`src/rtl/two_phase_counter_if.sv`:
```
// Strobe/control and status bundle of the two-phase counter.
// The sequencer drives the strobes through the master modport.
// The counter drives its registers back through the slave modport.
interface two_phase_counter_if #(
    parameter int WIDTH = 4
) ();
    // Phase strobes and count controls, all sampled on the rising clock edge
    logic             step_a;
    logic             step_b;
    logic             en;
    logic             up;
    logic             load;
    logic [WIDTH-1:0] load_val;

    // Counter state and status flags
    logic [WIDTH-1:0] q;
    logic [WIDTH-1:0] q_slave;
    logic             carry;
    logic             tc;
    logic             settled;
    logic             overlap;

    modport master (
        output step_a, step_b, en, up, load, load_val,
        input  q, q_slave, carry, tc, settled, overlap
    );

    modport slave (
        input  step_a, step_b, en, up, load, load_val,
        output q, q_slave, carry, tc, settled, overlap
    );
endinterface

```
`src/rtl/two_phase_counter.sv`:
```
// Master/slave two-phase counter for the MCS-4 timing and sequencing logic.
// A step_a strobe loads the master with the next value derived from the
// slave. A step_b strobe copies the master into the slave, which completes
// one count. Because the next value is always derived from the slave,
// repeating step_a on its own never advances the count twice.
module two_phase_counter #(
    parameter int WIDTH     = 4,
    parameter int MODULUS   = 2 ** WIDTH,
    parameter int RESET_VAL = 0
) (
    input  logic                 sysclk,
    input  logic                 poc_n,
    two_phase_counter_if.slave   bus
);
    // MODULUS can be 2**WIDTH, so it needs one bit more than the count
    localparam logic [WIDTH:0]   MOD_EXT  = (WIDTH + 1)'(MODULUS);
    localparam logic [WIDTH-1:0] MAX_VAL  = WIDTH'(MODULUS - 1);
    localparam logic [WIDTH-1:0] RST_VAL  = WIDTH'(RESET_VAL);
    localparam logic [WIDTH-1:0] ZERO_VAL = '0;
    localparam logic [WIDTH-1:0] ONE_VAL  = WIDTH'(1);

    logic [WIDTH-1:0] q_reg;
    logic [WIDTH-1:0] q_slave_reg;
    logic             carry_reg;
    logic             settled_reg;
    logic             overlap_reg;

    logic [WIDTH-1:0] master_next;
    logic             carry_next;
    logic [WIDTH:0]   load_ext;
    logic [WIDTH-1:0] load_red;

    // Fold an out-of-range load value back into 0..MODULUS-1
    assign load_ext = {1'b0, bus.load_val} % MOD_EXT;
    assign load_red = load_ext[WIDTH-1:0];

    // Next master value and wrap flag, always computed from the slave
    always_comb begin
        master_next = q_slave_reg;
        carry_next  = 1'b0;
        if (bus.load) begin
            master_next = load_red;
            carry_next  = 1'b0;
        end else if (bus.en && bus.up) begin
            carry_next  = (q_slave_reg == MAX_VAL);
            master_next = (q_slave_reg == MAX_VAL) ? ZERO_VAL : q_slave_reg + ONE_VAL;
        end else if (bus.en) begin
            carry_next  = (q_slave_reg == ZERO_VAL);
            master_next = (q_slave_reg == ZERO_VAL) ? MAX_VAL : q_slave_reg - ONE_VAL;
        end
    end

    // Master and carry: loaded on step_a, held otherwise
    always_ff @(posedge sysclk) begin
        if (!poc_n) begin
            q_reg     <= RST_VAL;
            carry_reg <= 1'b0;
        end else if (bus.step_a) begin
            q_reg     <= master_next;
            carry_reg <= carry_next;
        end
    end

    // Slave: takes the pre-edge master value on step_b
    always_ff @(posedge sysclk) begin
        if (!poc_n) begin
            q_slave_reg <= RST_VAL;
        end else if (bus.step_b) begin
            q_slave_reg <= q_reg;
        end
    end

    // Settled and overlap flags; step_a always unsettles and a same-cycle
    // step_a/step_b is recorded as a sticky sequencing error
    always_ff @(posedge sysclk) begin
        if (!poc_n) begin
            settled_reg <= 1'b1;
            overlap_reg <= 1'b0;
        end else begin
            if (bus.step_a) begin
                settled_reg <= 1'b0;
            end else if (bus.step_b) begin
                settled_reg <= 1'b1;
            end
            if (bus.step_a && bus.step_b) begin
                overlap_reg <= 1'b1;
            end
        end
    end

    assign bus.q       = q_reg;
    assign bus.q_slave = q_slave_reg;
    assign bus.carry   = carry_reg;
    assign bus.settled = settled_reg;
    assign bus.overlap = overlap_reg;
    // Terminal count follows the current direction input
    assign bus.tc      = bus.up ? (q_reg == MAX_VAL) : (q_reg == ZERO_VAL);
endmodule

```
`src/flat_wrapper.sv`:
```
// flat-port wrapper written by rule: the top's interface ports become plain ports
module two_phase_counter_flat 
#(
    parameter int WIDTH     = 4,
    parameter int MODULUS   = 2 ** WIDTH,
    parameter int RESET_VAL = 0
)
  (sysclk, poc_n, bus_step_a, bus_step_b, bus_en, bus_up, bus_load, bus_load_val, bus_q, bus_q_slave, bus_carry, bus_tc, bus_settled, bus_overlap);
  two_phase_counter_if #(.WIDTH(WIDTH)) bus_i ();
  input  logic sysclk;
  input  logic poc_n;
  input wire logic [$bits(bus_i.step_a)-1:0] bus_step_a;
  input wire logic [$bits(bus_i.step_b)-1:0] bus_step_b;
  input wire logic [$bits(bus_i.en)-1:0] bus_en;
  input wire logic [$bits(bus_i.up)-1:0] bus_up;
  input wire logic [$bits(bus_i.load)-1:0] bus_load;
  input wire logic [$bits(bus_i.load_val)-1:0] bus_load_val;
  output wire logic [$bits(bus_i.q)-1:0] bus_q;
  output wire logic [$bits(bus_i.q_slave)-1:0] bus_q_slave;
  output wire logic [$bits(bus_i.carry)-1:0] bus_carry;
  output wire logic [$bits(bus_i.tc)-1:0] bus_tc;
  output wire logic [$bits(bus_i.settled)-1:0] bus_settled;
  output wire logic [$bits(bus_i.overlap)-1:0] bus_overlap;
  assign bus_i.step_a = bus_step_a;
  assign bus_i.step_b = bus_step_b;
  assign bus_i.en = bus_en;
  assign bus_i.up = bus_up;
  assign bus_i.load = bus_load;
  assign bus_i.load_val = bus_load_val;
  assign bus_q = bus_i.q;
  assign bus_q_slave = bus_i.q_slave;
  assign bus_carry = bus_i.carry;
  assign bus_tc = bus_i.tc;
  assign bus_settled = bus_i.settled;
  assign bus_overlap = bus_i.overlap;
  two_phase_counter #(.WIDTH(WIDTH), .MODULUS(MODULUS), .RESET_VAL(RESET_VAL)) u_core (.sysclk(sysclk), .poc_n(poc_n), .bus(bus_i));
endmodule
```
`config.mk`:
```
export PLATFORM = sky130hd
export DESIGN_NAME = two_phase_counter_flat
export DESIGN_NICKNAME = d
export VERILOG_FILES = /design/src/rtl/two_phase_counter_if.sv /design/src/rtl/two_phase_counter.sv /design/src/flat_wrapper.sv
export SDC_FILE = /design/constraint.sdc
export NUM_CORES = 1
export LEC_CHECK = 0
export BUFFER_PORTS_ARGS = -buffer_cell sky130_fd_sc_hd__clkbuf_2
export CAP_MARGIN = 20
export CORE_MARGIN = 5
export CORE_UTILIZATION = 50
export CTS_CLUSTER_DIAMETER = 200
export DETAILED_ROUTE_END_ITERATION = 16
export PLACE_DENSITY = 0.8
export SLEW_MARGIN = 20
export SYNTH_ARGS = -nofsm -noshare
export SYNTH_HDL_FRONTEND = slang
export SYNTH_SLANG_ARGS = --single-unit
```
`constraint.sdc`:
```
create_clock -name sysclk -period 3.2 [get_ports sysclk]
set_input_delay 0.32 -clock sysclk [delete_from_list [all_inputs] [get_ports sysclk]]
set_output_delay 0.32 -clock sysclk [all_outputs]
set_load 0.05 [all_outputs]
```
==> results.md <==
Routing:
- The routed layout has 635 vias.
- For this block, the initial DRC count from the detailed router was 15.
- For this block, the routed nets add up to 1600 um of wire.
- The number of remaining DRC errors is 0.
- The per-cell via count in the routed design is 5.62.
- For this run, the detailed router's first-pass iteration total came to 4.
- In this run the remaining antenna-violating nets after routing total 0.
- In the final routed layout, each cell accounts on average for 14.1 um.

Clock tree:
- The maximum buffer depth of the clock tree is 2.
- The post-CTS clock slew at the launch and capture registers of the worst setup and hold paths is 0.07 ns.
- The post-cts gate resize count is 0.
- TritonCTS created 3 clock buffers.
- TritonCTS built the clock tree.
- The number of buffers added to fix hold violations after cts is 0.
- The H-tree depth reported by CTS is 1.
- The tree is rooted in a sky130_fd_sc_hd__clkbuf_4.
- The number of setup buffers added after CTS is 0.
- The number of sinks on the clock net is 11.
- The worst-skew pair later-pin latency is 0.26 ns.

Power and ir drop:
- Across the VDD grid, the largest voltage drop is 0.310 mV.
- The analysis attributes to cell leakage a power of 0.402 nW.
- The completed layout was analyzed and its total power is 337 uW.
- The sequential power share is 45.8%.
- For this design the ratio of total power to cell area is 416 nW/um2.
- The share of power burned in the clock network is 28.4%.
- For this design the total switching power over the nets is 114 uW.
- The proportion of total power due to net switching is 33.9%.
- The combinational cell fraction of total power is 25.9%.
- The internal power consumption is 223 uW.

GRT:
- The number of global-route vias before repair is 620.
- The overall track demand over capacity in global routing is 16.6%.
- Entering global routing, the biggest net connects 15 pins.
- For this run the aggregate overflow at the end of global routing stands at 0.
- The first global-routing pass estimated 2680 um of wire.
- The initial antenna violation count is 0.

Synth:
- Of the post-synthesis cell area, the dominant cell type holds 31.9%.
- Ranked by total cell area, the synthesized netlist is headed by sky130_fd_sc_hd__dfxtp_1, sky130_fd_sc_hd__mux2i_1, sky130_fd_sc_hd__nor2b_1.
- After synthesis the netlist holds a flip-flop and latch count of 11.
- The number of nets in the synthesized netlist is 92.
- The adder and majority gate portion of the synthesized area is 3.62%.
- The Yosys step of the flow raised 0 warnings.
- The average instance area after synthesis is 8.74 um2.
- The number of different library cells used by synthesis comes to 32.
- The largest family of logic cells by synthesized area is simple AND/OR/NAND/NOR gates.
- The synthesized instance count is 79.
- Summing the areas of all compound-gate instances in the mapped netlist gives 20.3% of the synthesized area.
- Yosys mapped a number of flops with a built-in enable equal to 0.
- The biggest area consumer among synthesized cells is sky130_fd_sc_hd__dfxtp_1.
- The synthesized netlist devotes 24.8% of its cell area to simple gates.
- The cell area after technology mapping is 691 um2.
- The most used flip-flop cell after synthesis is sky130_fd_sc_hd__dfxtp_1.
- After synthesis, the share of cell area in mux cells is 8.88%.
- The share of the Yosys chip area taken by registers is 31.9%.
- The synthesized netlist devotes 2.54% of its cell area to XOR and XNOR gates.
- The fraction of synthesis flops using an asynchronous set or reset pin is 0%.

Placement:
- Routability-driven placement finished with a final weighted congestion of 0.812.
- The placed cell area is 783 um2.
- The count of input and output buffers is 22.
- The count of placed standard cells including taps is 109.
- The detailed-placement wirelength estimate is 1170 um.

Critical path:
- The critical path runs through a total of 3 cells.
- The signal on the critical path passes through or4_1, o21ai_0, clkbuf_2.
- At the worst endpoint, the arrival time is 1.55 ns.
- The critical path starts at u_core.bus.q[3].
- STA classifies the critical path endpoint as a primary output.
- The cell family with the largest share of critical-path delay is simple AND/OR/NAND/NOR gates.
- The critical path is of the reg2out type.
- The cell with the biggest individual delay on the critical path is sky130_fd_sc_hd__or4_1.
- In this run the critical register-to-register path is launched from u_core.bus.q_slave[0].
- Data on the critical path is required at its endpoint by 2.88 ns.
- The highest fanout seen on the critical path is 5.
- STA classifies the critical path startpoint as a flip-flop.
- For this run, the slowest stage of the critical path takes 0.51 ns.
- The endpoint identified for the worst register-to-register timing path is u_core.bus.q[1].
- The critical path ends at bus_tc.
- Counting both buffers and inverters, the worst setup path holds a total of 1.
- The setup slack on the worst flop-to-flop path is 1.56 ns.
- The number of cells on the worst reg-to-reg path is 6.

Layout:
- The final core area utilization is 62.2%.
- The final antenna diode count is 0.
- The fill cell instance count of the final layout is 129.
- Summing all flip-flop and latch instances after layout gives 220 um2.
- The final design area excluding fillers is 810 um2.
- The post-route netlist has 30.6% of its cells at a drive strength greater than 1.
- The layout-stage area growth over the synthesis result is 17.2%.
- After the last flow step, the layout net total stands at 112.
- The area taken by multi-input logic gates is 415 um2.
- For this run, the number of standard cells in the final layout without fillers is 113.

STA:
- Setup repair after global routing left no endpoint under its margin.
- Static timing analysis puts the maximum clock frequency at 534 MHz.
- The number of failing hold endpoints at the final stage is 0.
- Across the routed clock network, the largest skew measured is 0.000690 ns.
- In this run the tightest slew margin relative to its limit is 72.6%.
- For the pin with the worst max-slew slack, the measured transition is 0.411 ns.
- The summed negative setup slack over all endpoints is 0 ns.
- The post-layout minimum cycle time is 1.87 ns.
- The final worst-path cycle share is 58.6%.
- Setup violations remaining at the end of the flow were counted as 0.
- The count of final max-slew check failures is 0.

Floorplan:
- Pin placement for this block handled 23 I/O pins.
- In this run the core area contains 13 standard-cell rows.
- For this configuration, the core starts out at a cell density of 53.1%.
- The core footprint is 1300 um2.
- The horizontal extent of the die is 47.2 um.
- The die covers 2220 um2.
- Measured along the y axis, the die boundary spans 47.2 um.

Status:
- The run finished with clean final reports.

Hold path:
- The tightest min-delay check is of the in2reg type.

Flow run:
- The max capacitance violation total is 0.
final cells by class:
class	instances	area share [%]
clock buffers	4	3.25
flip-flops and latches	11	27.2
repair buffers	22	13.6
multi-input cells	56	51.3
inverters	5	2.32
well taps	15	2.32
worst reg2reg max path: stages, from the launching register on:
cell	delay, ns
sky130_fd_sc_hd__dfxtp_1	0.52
sky130_fd_sc_hd__inv_1	0.10
sky130_fd_sc_hd__ha_1	0.31
sky130_fd_sc_hd__xnor2_1	0.13
sky130_fd_sc_hd__mux2i_1	0.13
sky130_fd_sc_hd__o21ai_0	0.09
sky130_fd_sc_hd__a31o_2	0.25
kinds of logic after synthesis:
logic type	count (synthesis)
and+or+nand+nor	27
muxes	6
AOI/OAI and AO/OA	19
xor gates and xnor gates	2
adders and majority gates	2
DFF	11
buffers and inverters	12
stage by stage:
| step | setup WS, ns | hold WS (ns) |
|---|---|---|
| 2_1_floorplan | 0.737 | 0.531 |
| 3_3_place_gp | 1.62 | 0.470 |
| 3_5_place_dp | 1.60 | 0.488 |
| 4_1_cts | 1.31 | 0.367 |
| 5_1_grt | 1.21 | 0.403 |
| 6_report | 1.33 | 0.368 |
cells in the final DEF, fill, tap and decap left out, types with 2 or more instances in the layout:
master,count
sky130_fd_sc_hd__nand2_1,7
sky130_fd_sc_hd__inv_1,5
sky130_fd_sc_hd__a31oi_1,2
sky130_fd_sc_hd__mux2i_1,5
sky130_fd_sc_hd__dfxtp_1,11
sky130_fd_sc_hd__nor2_1,2
sky130_fd_sc_hd__nor2b_1,5
sky130_fd_sc_hd__ha_1,2
sky130_fd_sc_hd__nand3_1,2
sky130_fd_sc_hd__a31o_2,2
sky130_fd_sc_hd__a21oi_1,2
sky130_fd_sc_hd__clkbuf_2,22
sky130_fd_sc_hd__o21ai_0,5
sky130_fd_sc_hd__a21o_1,2
sky130_fd_sc_hd__clkbuf_4,3
sky130_fd_sc_hd__and3b_1,2
sky130_fd_sc_hd__nand4_1,3
sky130_fd_sc_hd__xnor2_1,2
worst min-delay path by stage:
stage / startpoint / end / slack [ns] / depth (start not counted)
6_report: bus_load_val[2] / u_core.bus.q[2] / 0.37 / 4
5_1_grt: bus_en / u_core.bus.q[3] / 0.40 / 3
4_1_cts: bus_load_val[2] / u_core.bus.q[2] / 0.37 / 4
3_5_place_dp: u_core.bus.overlap / u_core.bus.overlap / 0.49 / 2
3_3_place_gp: u_core.bus.overlap / u_core.bus.overlap / 0.47 / 2
2_1_floorplan: poc_n / u_core.bus.q[2] / 0.53 / 3
routing by layer:
layer	wire, um	part of all wire (%)	GRT usage [%]
met5	0	0	0
met4	0	0	2.76
met3	92	5.8	4.98
met2	783	49	29.3
met1	719	45	20.0
power by group through the flow:
stage | clock (mW) | sequential, mW | combinational, mW
CTS | 0.0975 | 0.154 | 0.0877
global route | 0.103 | 0.156 | 0.0949
detailed placement | 0 | 0.157 | 0.0874
floorplan | 0 | 0.179 | 0.0446
finish | 0.0956 | 0.154 | 0.0872
global placement | 0 | 0.157 | 0.0863
synthesized netlist by cell type (all sizes together), types with 3 or more instances:
cell type / number
buf: 3
inv: 5
clkbuf: 4
mux2i: 5
nand4: 3
nand2: 7
o21ai: 5
nor2b: 5
dfxtp: 11
(Power assumes the default switching activity.)
